[src/rtl/uart_alu_pkg.sv]
// Shared types and constants for the UART/ALU frame sequencer and the ALU it drives.
package uart_alu_pkg;

    localparam int N    = 8;
    localparam int OP_W = 6;

    typedef enum logic [2:0] {
        WAIT_A,
        WAIT_B,
        WAIT_OP,
        EXEC,
        SEND,
        WAIT_TX
    } ctrl_state_t;

    // Opcode values the ALU decodes; the sequencer only forwards them.
    localparam logic [OP_W-1:0] ADD = 6'h20;
    localparam logic [OP_W-1:0] SUB = 6'h22;
    localparam logic [OP_W-1:0] AND = 6'h24;
    localparam logic [OP_W-1:0] OR  = 6'h25;
    localparam logic [OP_W-1:0] XOR = 6'h26;
    localparam logic [OP_W-1:0] SRA = 6'h03;
    localparam logic [OP_W-1:0] SRL = 6'h02;
    localparam logic [OP_W-1:0] NOR = 6'h27;

endpackage

[src/rtl/uart_alu_ctrl_if.sv]
// Bundle of UART receive, ALU and UART transmit signals seen by the frame sequencer.
interface uart_alu_ctrl_if #(
    parameter int N     = uart_alu_pkg::N,
    parameter int OP_W  = uart_alu_pkg::OP_W,
    parameter int CNT_W = 16
);

    logic [N-1:0]     rx_data;
    logic             rx_valid;
    logic [N-1:0]     alu_a;
    logic [N-1:0]     alu_b;
    logic [OP_W-1:0]  alu_op;
    logic [N-1:0]     alu_result;
    logic [N-1:0]     tx_data;
    logic             tx_start;
    logic             tx_busy;
    logic             tx_done;
    logic             busy;
    logic             overrun;
    logic             timeout_err;
    logic [CNT_W-1:0] frame_cnt;

    // master: the sequencer; slave: receiver, ALU and transmitter around it.
    modport master (
        input  rx_data, rx_valid, alu_result, tx_busy, tx_done,
        output alu_a, alu_b, alu_op, tx_data, tx_start, busy, overrun, timeout_err, frame_cnt
    );

    modport slave (
        output rx_data, rx_valid, alu_result, tx_busy, tx_done,
        input  alu_a, alu_b, alu_op, tx_data, tx_start, busy, overrun, timeout_err, frame_cnt
    );

endinterface

[src/rtl/frame_timer.sv]
// Inter-byte watchdog: counts cycles while run is high and flags the last allowed cycle.
module frame_timer #(
    parameter int TIMEOUT_CYC = 5000000
) (
    input  logic clk,
    input  logic reset,
    input  logic clear,
    input  logic run,
    output logic expired
);

    localparam int CW = (TIMEOUT_CYC > 0) ? $clog2(TIMEOUT_CYC + 1) : 1;
    localparam logic [CW-1:0] LAST = (TIMEOUT_CYC > 0) ? CW'(TIMEOUT_CYC - 1) : '0;

    logic [CW-1:0] count_q;
    logic [CW-1:0] count_d;

    always_comb begin
        // NOTE: default assignment first, so no path through this block can infer a latch.
        count_d = count_q;
        if (clear) begin
            count_d = '0;
        end else if (run && (count_q != LAST)) begin
            count_d = count_q + CW'(1);
        end
    end

    always_ff @(posedge clk) begin
        if (reset) begin
            count_q <= '0;
        end else begin
            count_q <= count_d;
        end
    end

    assign expired = (TIMEOUT_CYC > 0) && run && (count_q == LAST);

endmodule

[src/rtl/uart_alu_ctrl.sv]
// Frame sequencer: gathers A, B, opcode from the UART, runs the ALU, hands the result to the TX.
module uart_alu_ctrl
    import uart_alu_pkg::*;
#(
    parameter int N           = uart_alu_pkg::N,
    parameter int OP_W        = uart_alu_pkg::OP_W,
    parameter int TIMEOUT_CYC = 5000000,
    parameter int CNT_W       = 16
) (
    input  logic            clk,
    input  logic            reset,
    uart_alu_ctrl_if.master bus
);

    ctrl_state_t      state_q;
    logic [N-1:0]     alu_a_q;
    logic [N-1:0]     alu_b_q;
    logic [OP_W-1:0]  alu_op_q;
    logic [N-1:0]     tx_data_q;
    logic             busy_q;
    logic             overrun_q;
    logic             timeout_err_q;
    logic [CNT_W-1:0] frame_cnt_q;

    logic timer_clear;
    logic timer_run;
    logic timer_expired;
    logic tx_start;

    // The timer restarts on the byte that moves us into WAIT_B or WAIT_OP.
    assign timer_run   = (state_q == WAIT_B) || (state_q == WAIT_OP);
    assign timer_clear = bus.rx_valid && ((state_q == WAIT_A) || (state_q == WAIT_B));

    // Decoded from tx_busy directly so the request lands in the first idle SEND cycle.
    assign tx_start = (state_q == SEND) && !bus.tx_busy;

    frame_timer #(
        .TIMEOUT_CYC(TIMEOUT_CYC)
    ) u_frame_timer (
        .clk    (clk),
        .reset  (reset),
        .clear  (timer_clear),
        .run    (timer_run),
        .expired(timer_expired)
    );

    always_ff @(posedge clk) begin
        if (reset) begin
            state_q       <= WAIT_A;
            alu_a_q       <= '0;
            alu_b_q       <= '0;
            alu_op_q      <= '0;
            tx_data_q     <= '0;
            busy_q        <= 1'b0;
            overrun_q     <= 1'b0;
            timeout_err_q <= 1'b0;
            frame_cnt_q   <= '0;
        end else begin
            // NOTE: non-blocking assignments keep every register reading pre-edge values.
            timeout_err_q <= 1'b0;
            unique case (state_q)
                WAIT_A: begin
                    if (bus.rx_valid) begin
                        alu_a_q <= bus.rx_data;
                        busy_q  <= 1'b1;
                        state_q <= WAIT_B;
                    end
                end
                WAIT_B: begin
                    if (bus.rx_valid) begin
                        alu_b_q <= bus.rx_data;
                        state_q <= WAIT_OP;
                    end else if (timer_expired) begin
                        busy_q        <= 1'b0;
                        timeout_err_q <= 1'b1;
                        state_q       <= WAIT_A;
                    end
                end
                WAIT_OP: begin
                    if (bus.rx_valid) begin
                        alu_op_q <= bus.rx_data[OP_W-1:0];
                        state_q  <= EXEC;
                    end else if (timer_expired) begin
                        busy_q        <= 1'b0;
                        timeout_err_q <= 1'b1;
                        state_q       <= WAIT_A;
                    end
                end
                EXEC: begin
                    tx_data_q <= bus.alu_result;
                    state_q   <= SEND;
                end
                SEND: begin
                    if (tx_start) begin
                        state_q <= WAIT_TX;
                    end
                end
                WAIT_TX: begin
                    if (bus.tx_done) begin
                        frame_cnt_q <= frame_cnt_q + CNT_W'(1);
                        busy_q      <= 1'b0;
                        state_q     <= WAIT_A;
                    end
                end
                default: begin
                    busy_q  <= 1'b0;
                    state_q <= WAIT_A;
                end
            endcase

            if (bus.rx_valid && (state_q inside {EXEC, SEND, WAIT_TX})) begin
                overrun_q <= 1'b1;
            end
        end
    end

    assign bus.alu_a       = alu_a_q;
    assign bus.alu_b       = alu_b_q;
    assign bus.alu_op      = alu_op_q;
    assign bus.tx_data     = tx_data_q;
    assign bus.tx_start    = tx_start;
    assign bus.busy        = busy_q;
    assign bus.overrun     = overrun_q;
    assign bus.timeout_err = timeout_err_q;
    assign bus.frame_cnt   = frame_cnt_q;

endmodule

[src/flat_wrapper.sv]
// flat-port wrapper written by rule: the top's interface ports become plain ports
module uart_alu_ctrl_flat import uart_alu_pkg::*;
#(
    parameter int N           = uart_alu_pkg::N,
    parameter int OP_W        = uart_alu_pkg::OP_W,
    parameter int TIMEOUT_CYC = 5000000,
    parameter int CNT_W       = 16
)
  (clk, reset, bus_rx_data, bus_rx_valid, bus_alu_result, bus_tx_busy, bus_tx_done, bus_alu_a, bus_alu_b, bus_alu_op, bus_tx_data, bus_tx_start, bus_busy, bus_overrun, bus_timeout_err, bus_frame_cnt);
  uart_alu_ctrl_if #(.N(N), .OP_W(OP_W), .CNT_W(CNT_W)) bus_i ();
  input  logic clk;
  input  logic reset;
  input wire logic [$bits(bus_i.rx_data)-1:0] bus_rx_data;
  input wire logic [$bits(bus_i.rx_valid)-1:0] bus_rx_valid;
  input wire logic [$bits(bus_i.alu_result)-1:0] bus_alu_result;
  input wire logic [$bits(bus_i.tx_busy)-1:0] bus_tx_busy;
  input wire logic [$bits(bus_i.tx_done)-1:0] bus_tx_done;
  output wire logic [$bits(bus_i.alu_a)-1:0] bus_alu_a;
  output wire logic [$bits(bus_i.alu_b)-1:0] bus_alu_b;
  output wire logic [$bits(bus_i.alu_op)-1:0] bus_alu_op;
  output wire logic [$bits(bus_i.tx_data)-1:0] bus_tx_data;
  output wire logic [$bits(bus_i.tx_start)-1:0] bus_tx_start;
  output wire logic [$bits(bus_i.busy)-1:0] bus_busy;
  output wire logic [$bits(bus_i.overrun)-1:0] bus_overrun;
  output wire logic [$bits(bus_i.timeout_err)-1:0] bus_timeout_err;
  output wire logic [$bits(bus_i.frame_cnt)-1:0] bus_frame_cnt;
  assign bus_i.rx_data = bus_rx_data;
  assign bus_i.rx_valid = bus_rx_valid;
  assign bus_i.alu_result = bus_alu_result;
  assign bus_i.tx_busy = bus_tx_busy;
  assign bus_i.tx_done = bus_tx_done;
  assign bus_alu_a = bus_i.alu_a;
  assign bus_alu_b = bus_i.alu_b;
  assign bus_alu_op = bus_i.alu_op;
  assign bus_tx_data = bus_i.tx_data;
  assign bus_tx_start = bus_i.tx_start;
  assign bus_busy = bus_i.busy;
  assign bus_overrun = bus_i.overrun;
  assign bus_timeout_err = bus_i.timeout_err;
  assign bus_frame_cnt = bus_i.frame_cnt;
  uart_alu_ctrl #(.N(N), .OP_W(OP_W), .TIMEOUT_CYC(TIMEOUT_CYC), .CNT_W(CNT_W)) u_core (.clk(clk), .reset(reset), .bus(bus_i));
endmodule
[config.mk]
export PLATFORM = sky130hd
export DESIGN_NAME = uart_alu_ctrl_flat
export DESIGN_NICKNAME = d
export VERILOG_FILES = /design/src/rtl/uart_alu_pkg.sv /design/src/rtl/uart_alu_ctrl_if.sv /design/src/rtl/frame_timer.sv /design/src/rtl/uart_alu_ctrl.sv /design/src/flat_wrapper.sv
export SDC_FILE = /design/constraint.sdc
export NUM_CORES = 1
export LEC_CHECK = 0
export BUFFER_PORTS_ARGS = -buffer_cell sky130_fd_sc_hd__buf_2
export CAP_MARGIN = 20
export CORE_UTILIZATION = 35
export CTS_BUF_LIST = sky130_fd_sc_hd__clkbuf_8
export CTS_CLUSTER_DIAMETER = 40
export DETAILED_ROUTE_END_ITERATION = 10
export PLACE_DENSITY = 0.64
export SYNTH_ARGS = -nofsm -noshare
export SYNTH_HDL_FRONTEND = slang
export SYNTH_SLANG_ARGS = --single-unit
[constraint.sdc]
create_clock -name clk -period 4.7 [get_ports clk]
set_input_delay 0.94 -clock clk [delete_from_list [all_inputs] [get_ports clk]]
set_output_delay 0.94 -clock clk [all_outputs]
set_load 0.02 [all_outputs]
### After elaboration in Yosys (flattened, before gate mapping)

Cells that the tools add are included.

* shift operators: 0
* reduce and logical (&&, ||, !) cells: 20
* magnitude comparators: 0
* multipliers: 0
* bitwise gates (word level): 2
* equal/unequal tests: 12
* div/mod/pow operators: 0
* add/sub/neg operators: 2
* muxes and demuxes: 13

Operators by type and width (number)
* $add A23 B1 Y23 const B: 1
* $eq A23 B23 Y1 const B: 1
* $ne A23 B23 Y1 const B: 1
* $mux W3: 6
* $pmux W3 S6: 1
* $add A16 B1 Y16 const B: 1
* $ne A2 B2 Y1 const B: 4
* $reduce_and A2 Y1: 4
* $eq A3 B2 Y1 const B: 2
* $eq A3 B3 Y1 const B: 2
* $reduce_or A2 Y1: 3
* $logic_and A1 B1 Y1: 5
* $mux W1: 5
* $reduce_and A5 Y1: 1
* $pmux W1 S4: 1
* $eq A3 B1 Y1 const B: 1
* $logic_not A3 Y1: 1
* $reduce_and A3 Y1: 1
* $reduce_bool A3 Y1: 1
* $reduce_or A3 Y1: 1
* $logic_or A1 B1 Y1: 2
* $ne A2 B1 Y1 const B: 1
* $not A1 Y1: 2
* $logic_not A1 Y1: 1

* memories kept: 0
* word-level logic and storage cells: 59
* bits in writable memories: 0
* latch bits: 0
* ROM bits: 0
* register bits: 75

### Logic depth before layout (Yosys ltp)

* word-level depth: 6
* gate-level depth with buffers: 7

### Modules after synthesis

A second synthesis with hierarchy kept.

* cells, all modules: 382
* area total of the unflattened synthesis: 3279.4 um2

By module, submodules not included
* uart_alu_ctrl: sequential area each 1041.0 um2, instances 1, area each 2092.0 um2, cells an instance 242
* frame_timer: sequential area each 460.4 um2, instances 1, area each 1187.4 um2, cells an instance 140

### Worst setup path after synthesis

No wires, ideal clock.

* path kind: in2out
* start point: input port bus_tx_busy
* end point: output port bus_tx_start
* arrival time: 1.567 ns
* stages: 1
* buffers on the path: 0
* required time: 3.760 ns
* setup slack: 2.193 ns
* path through: nor4_1

* word-level cells in the longest chain between the ends: 2

RTL lines
* from (decl): RTL line flat_wrapper.sv:16 `input wire logic [$bits(bus_i.tx_busy)-1:0] bus_tx_busy;`
* $logic_not A1 Y1: RTL line uart_alu_ctrl.sv:35 `assign tx_start = (state_q == SEND) && !bus.tx_busy;`
* $logic_and A1 B1 Y1: RTL line uart_alu_ctrl.sv:35
* to (decl): RTL line flat_wrapper.sv:22 `output wire logic [$bits(bus_i.tx_start)-1:0] bus_tx_start;`

No other way between the ends.

### Final worst setup path

* start point: input port reset
* end point: register u_core.u_frame_timer.count_q[3]

* word-level cells in the longest chain between the ends: 1

RTL lines
* from (decl): RTL line flat_wrapper.sv:12 `input logic reset;`
* $reduce_or A2 Y1 (no line)
* to (signal assigned): RTL line frame_timer.sv:32 `count_q <= count_d;`
* to (decl): RTL line frame_timer.sv:15 `logic [CW-1:0] count_q;`

No other way between the ends.
A chain may end at the register's enable or synchronous reset.

==> metrics.md <==
| Metric | Value |
|---|---|
| Largest net degree at the start of global routing | 56 |
| Top FF cell, synth | dfxtp_1 |
| Detailed router's first-iteration violation count | ~100 |
| Hold_buf cts | 0 |
| N_diodes | 0 |
| Cell type with the highest aggregate area in the netlist | dfxtp_1 |
| Seq/Total Area, Yosys | 45.80% |
| Drt pass-1 iters | 4 |
| H-tree depth | 3 |
| PwrDens | between 300 and 400 nW/um^2 |
| Final nets | roughly 460 |
| VDD IR-drop max | about 0.00016 V |
| Gate Count Post-Synth | ~370 |
| Worst Path Required | 4.94 ns |
| FP Rows | 34 |
| Reg clk slew, reported paths | around 0.090 ns |
| Clock skew | around 0.013 ns |
| First-pass GRT wire length | 12170 um |
| Crit. Startpoint | reset |
| Non-Filler Instances | 545 |
| Die width | between 90 and 100 um |
| Status | complete, no violations |
| CTS max path bufs | 2 |
| Die footprint | around 10000 um^2 |
| Total track usage | 15.31% |
| Largest cells by area after synthesis | dfxtp_1 46%, nand2_1 6.2%, a21oi_1 4.7%, nor2_1 4.7%, mux2i_1 4.6% |
| Post-synth cell types | 50 |
| Max Fclk | between 400 and 500 MHz |
| HPWL Detailed | ~4900 um |
| Count leader, synth | dfxtp_1 |
| Post-CTS Setup Repair Bufs | 0 |
| Die Span Y | 98.78 um |
| Netlist Area Pre-Place | ~3300 um^2 |
| Core area | just under 9000 um^2 |
| GPL Wtd Cong | 0.7245 |
| Top-Level Pins | between 70 and 80 |
| Area share of the largest cell type after synthesis | 45.80% |
| Via-to-Cell Ratio | 5.070 |
| CTS Buf Count | 9 |
| Post-cts gate resize count | 0 |
| Leakage | approximately 1.6 nW |
| Final setup viols | 0 |
| WL final | approximately 7000 um |
| Wire per inst | about 13 um |
| CTS Sinks | between 70 and 80 |
| Fillers | 868 |
| Worst R2R Path Depth | 6 |
| Overflow after GRT | 0 |
| HP Class | flop to flop |
| Clock latency at the later pin of the worst-skew pair | approximately 0.35 ns |
| Slew Limit Fails | 0 |
| Syn Area/Cell | roughly 9 um^2 |
| Vias in the first global route | roughly 2.7k |
| CP startpoint kind | primary input |
| Worst Tran Pin Value | between 0.9 and 1 ns |
| CP Class | primary input to flop |
| Final Cycle Share | a little over half |
| Max_cap viols | 0 |
| Commonest cells post-synth | 75 x dfxtp_1, 54 x nand2_1, 41 x nor2_1 |
| Min Tclk post-route | around 2.5 ns |
| Placed cell count | about 530 |
| Worst EP arrival | 2.70 ns |
| Initial antenna violation count | 0 |
| Worst R2R Setup Slack | ~2.6 ns |
| Area Overhead vs Synth | 17.48% |
| Worst hold slack | approximately 0.46 ns |
| # DRC | 0 |
| Clock Tree Root | clkbuf_8 |
| Post-route ant nets | 0 |
| Seq cells post-synth | 75 |
| Fin. Hold Viols | 0 |
| Worst setup EP type | flop |
| Setup TNS | 0 ns |
| RSZ-0062 raised after global routing | no |
| CTS tree | done |
| Max_slew headroom | between 30% and 40% |
| CP max FO | 55 |
| Post-synth ARST share | 0% |
| EDFF count, synth | 0 |
| Initial Utilization | 36.87% |
| Yosys Warn Count | 0 |
| Layout cells sized above 1 | between 20% and 30% |
| CP endpoint | u_core.u_frame_timer.count_q[3] |
| Syn nets | just under 400 |
| PortBufs | 70 |
| Reg2reg start | u_core.u_frame_timer.count_q[0] |
| Reg2reg end | u_core.u_frame_timer.count_q[21] |
| Via count | 2763 |
final cells by class:
class / count / area [um^2] / area share, %
Multi-Input combinational cell: 270 / 1659 / 43.08
Sequential cell: 75 / 1501 / 38.99
Timing Repair Buffer: 70 / 350.3 / 9.097
Tap cell: 108 / 135.1 / 3.509
Clock buffer: 9 / 123.9 / 3.216
Clock inverter: 7 / 58.81 / 1.527
Inverter: 6 / 22.52 / 0.5848
state kept, by name (all words and copies together), names as in the netlist:
signal / cells
u_core.u_frame_timer.count_q: 23
u_core.bus.frame_cnt: 16
u_core.bus.alu_a: 8
u_core.bus.alu_b: 8
u_core.bus.tx_data: 8
u_core.bus.alu_op: 6
u_core.state_q: 3
u_core.bus.busy: 1
u_core.bus.overrun: 1
u_core.bus.timeout_err: 1
report_power, final:
part	switching, mW	leakage [nW]	internal (mW)
clock	0.267	0.0868	0.199
sequential	0.00971	0.606	0.647
combinational	0.0630	0.867	0.0329
total	0.339	1.56	0.879
cells by family (layout without fill, tap and decap cells):
| family | count (synthesis) | count (layout) | synth area share, % |
|---|---|---|---|
| fa+ha+maj | 2 | 2 | 0.7632 |
| mux | 15 | 15 | 4.580 |
| flops | 75 | 75 | 45.80 |
| xor+xnor | 17 | 17 | 4.542 |
| simple gates | 167 | 167 | 26.68 |
| compound gates | 69 | 69 | 14.05 |
| buf+inv | 23 | 92 | 3.588 |
worst max-delay path, cell delays in order:
cell     delay, ns
buf_2         0.73
or2_1         0.74
or4_1         0.22
nand2_1       0.06
cell usage in the layout, fill, tap and decap left out, drive strengths merged, types with 2 or more instances in the layout:
master / netlist / layout
clkbuf: 9 / 9
nand3: 13 / 13
nor4b: 3 / 3
and3: 4 / 4
a21oi: 37 / 37
nand2b: 3 / 3
or2: 3 / 3
nor2: 41 / 41
nand4: 9 / 9
ha: 2 / 2
or3: 15 / 15
nand2: 54 / 54
nor3: 6 / 6
o21ai: 16 / 16
dfxtp: 75 / 75
and4: 2 / 2
clkinvlp: 0 / 2
buf: 8 / 70
xnor2: 9 / 9
nor4: 4 / 4
or4: 6 / 6
inv: 6 / 9
xor2: 8 / 8
clkinv: 0 / 2
mux2i: 15 / 15
o211ai: 8 / 8
worst min path at each step:
stage / from / end / depth (start not counted)
floorplan: u_core.u_frame_timer.count_q[1] / u_core.u_frame_timer.count_q[1] / 2
global placement: u_core.bus.alu_a[2] / u_core.bus.alu_a[2] / 2
detailed placement: u_core.bus.alu_a[6] / u_core.bus.alu_a[6] / 2
CTS: u_core.bus.alu_a[3] / u_core.bus.alu_a[3] / 2
global route: u_core.bus.alu_a[4] / u_core.bus.alu_a[4] / 2
finish: u_core.bus.alu_a[4] / u_core.bus.alu_a[4] / 2
through the flow:
stage               power (mW)  setup WS, ns  util, %  cell area, um^2
floorplan               0.7380         2.193        -             3278
global placement        0.7658         1.879    41.26             3669
detailed placement      0.7683         1.853    41.26             3669
CTS                      1.230         2.232    43.32             3851
global route             1.269         2.058    43.32             3851
finish                   1.219         2.235    43.32             3851
layer usage:
layer	wire length, um	GRT usage (%)
met2	3111	24.31
met5	0	0
met4	42	4.248
met1	3466	19.66
met3	479	5.390
Note: power is estimated with default switching activity, not from simulation.
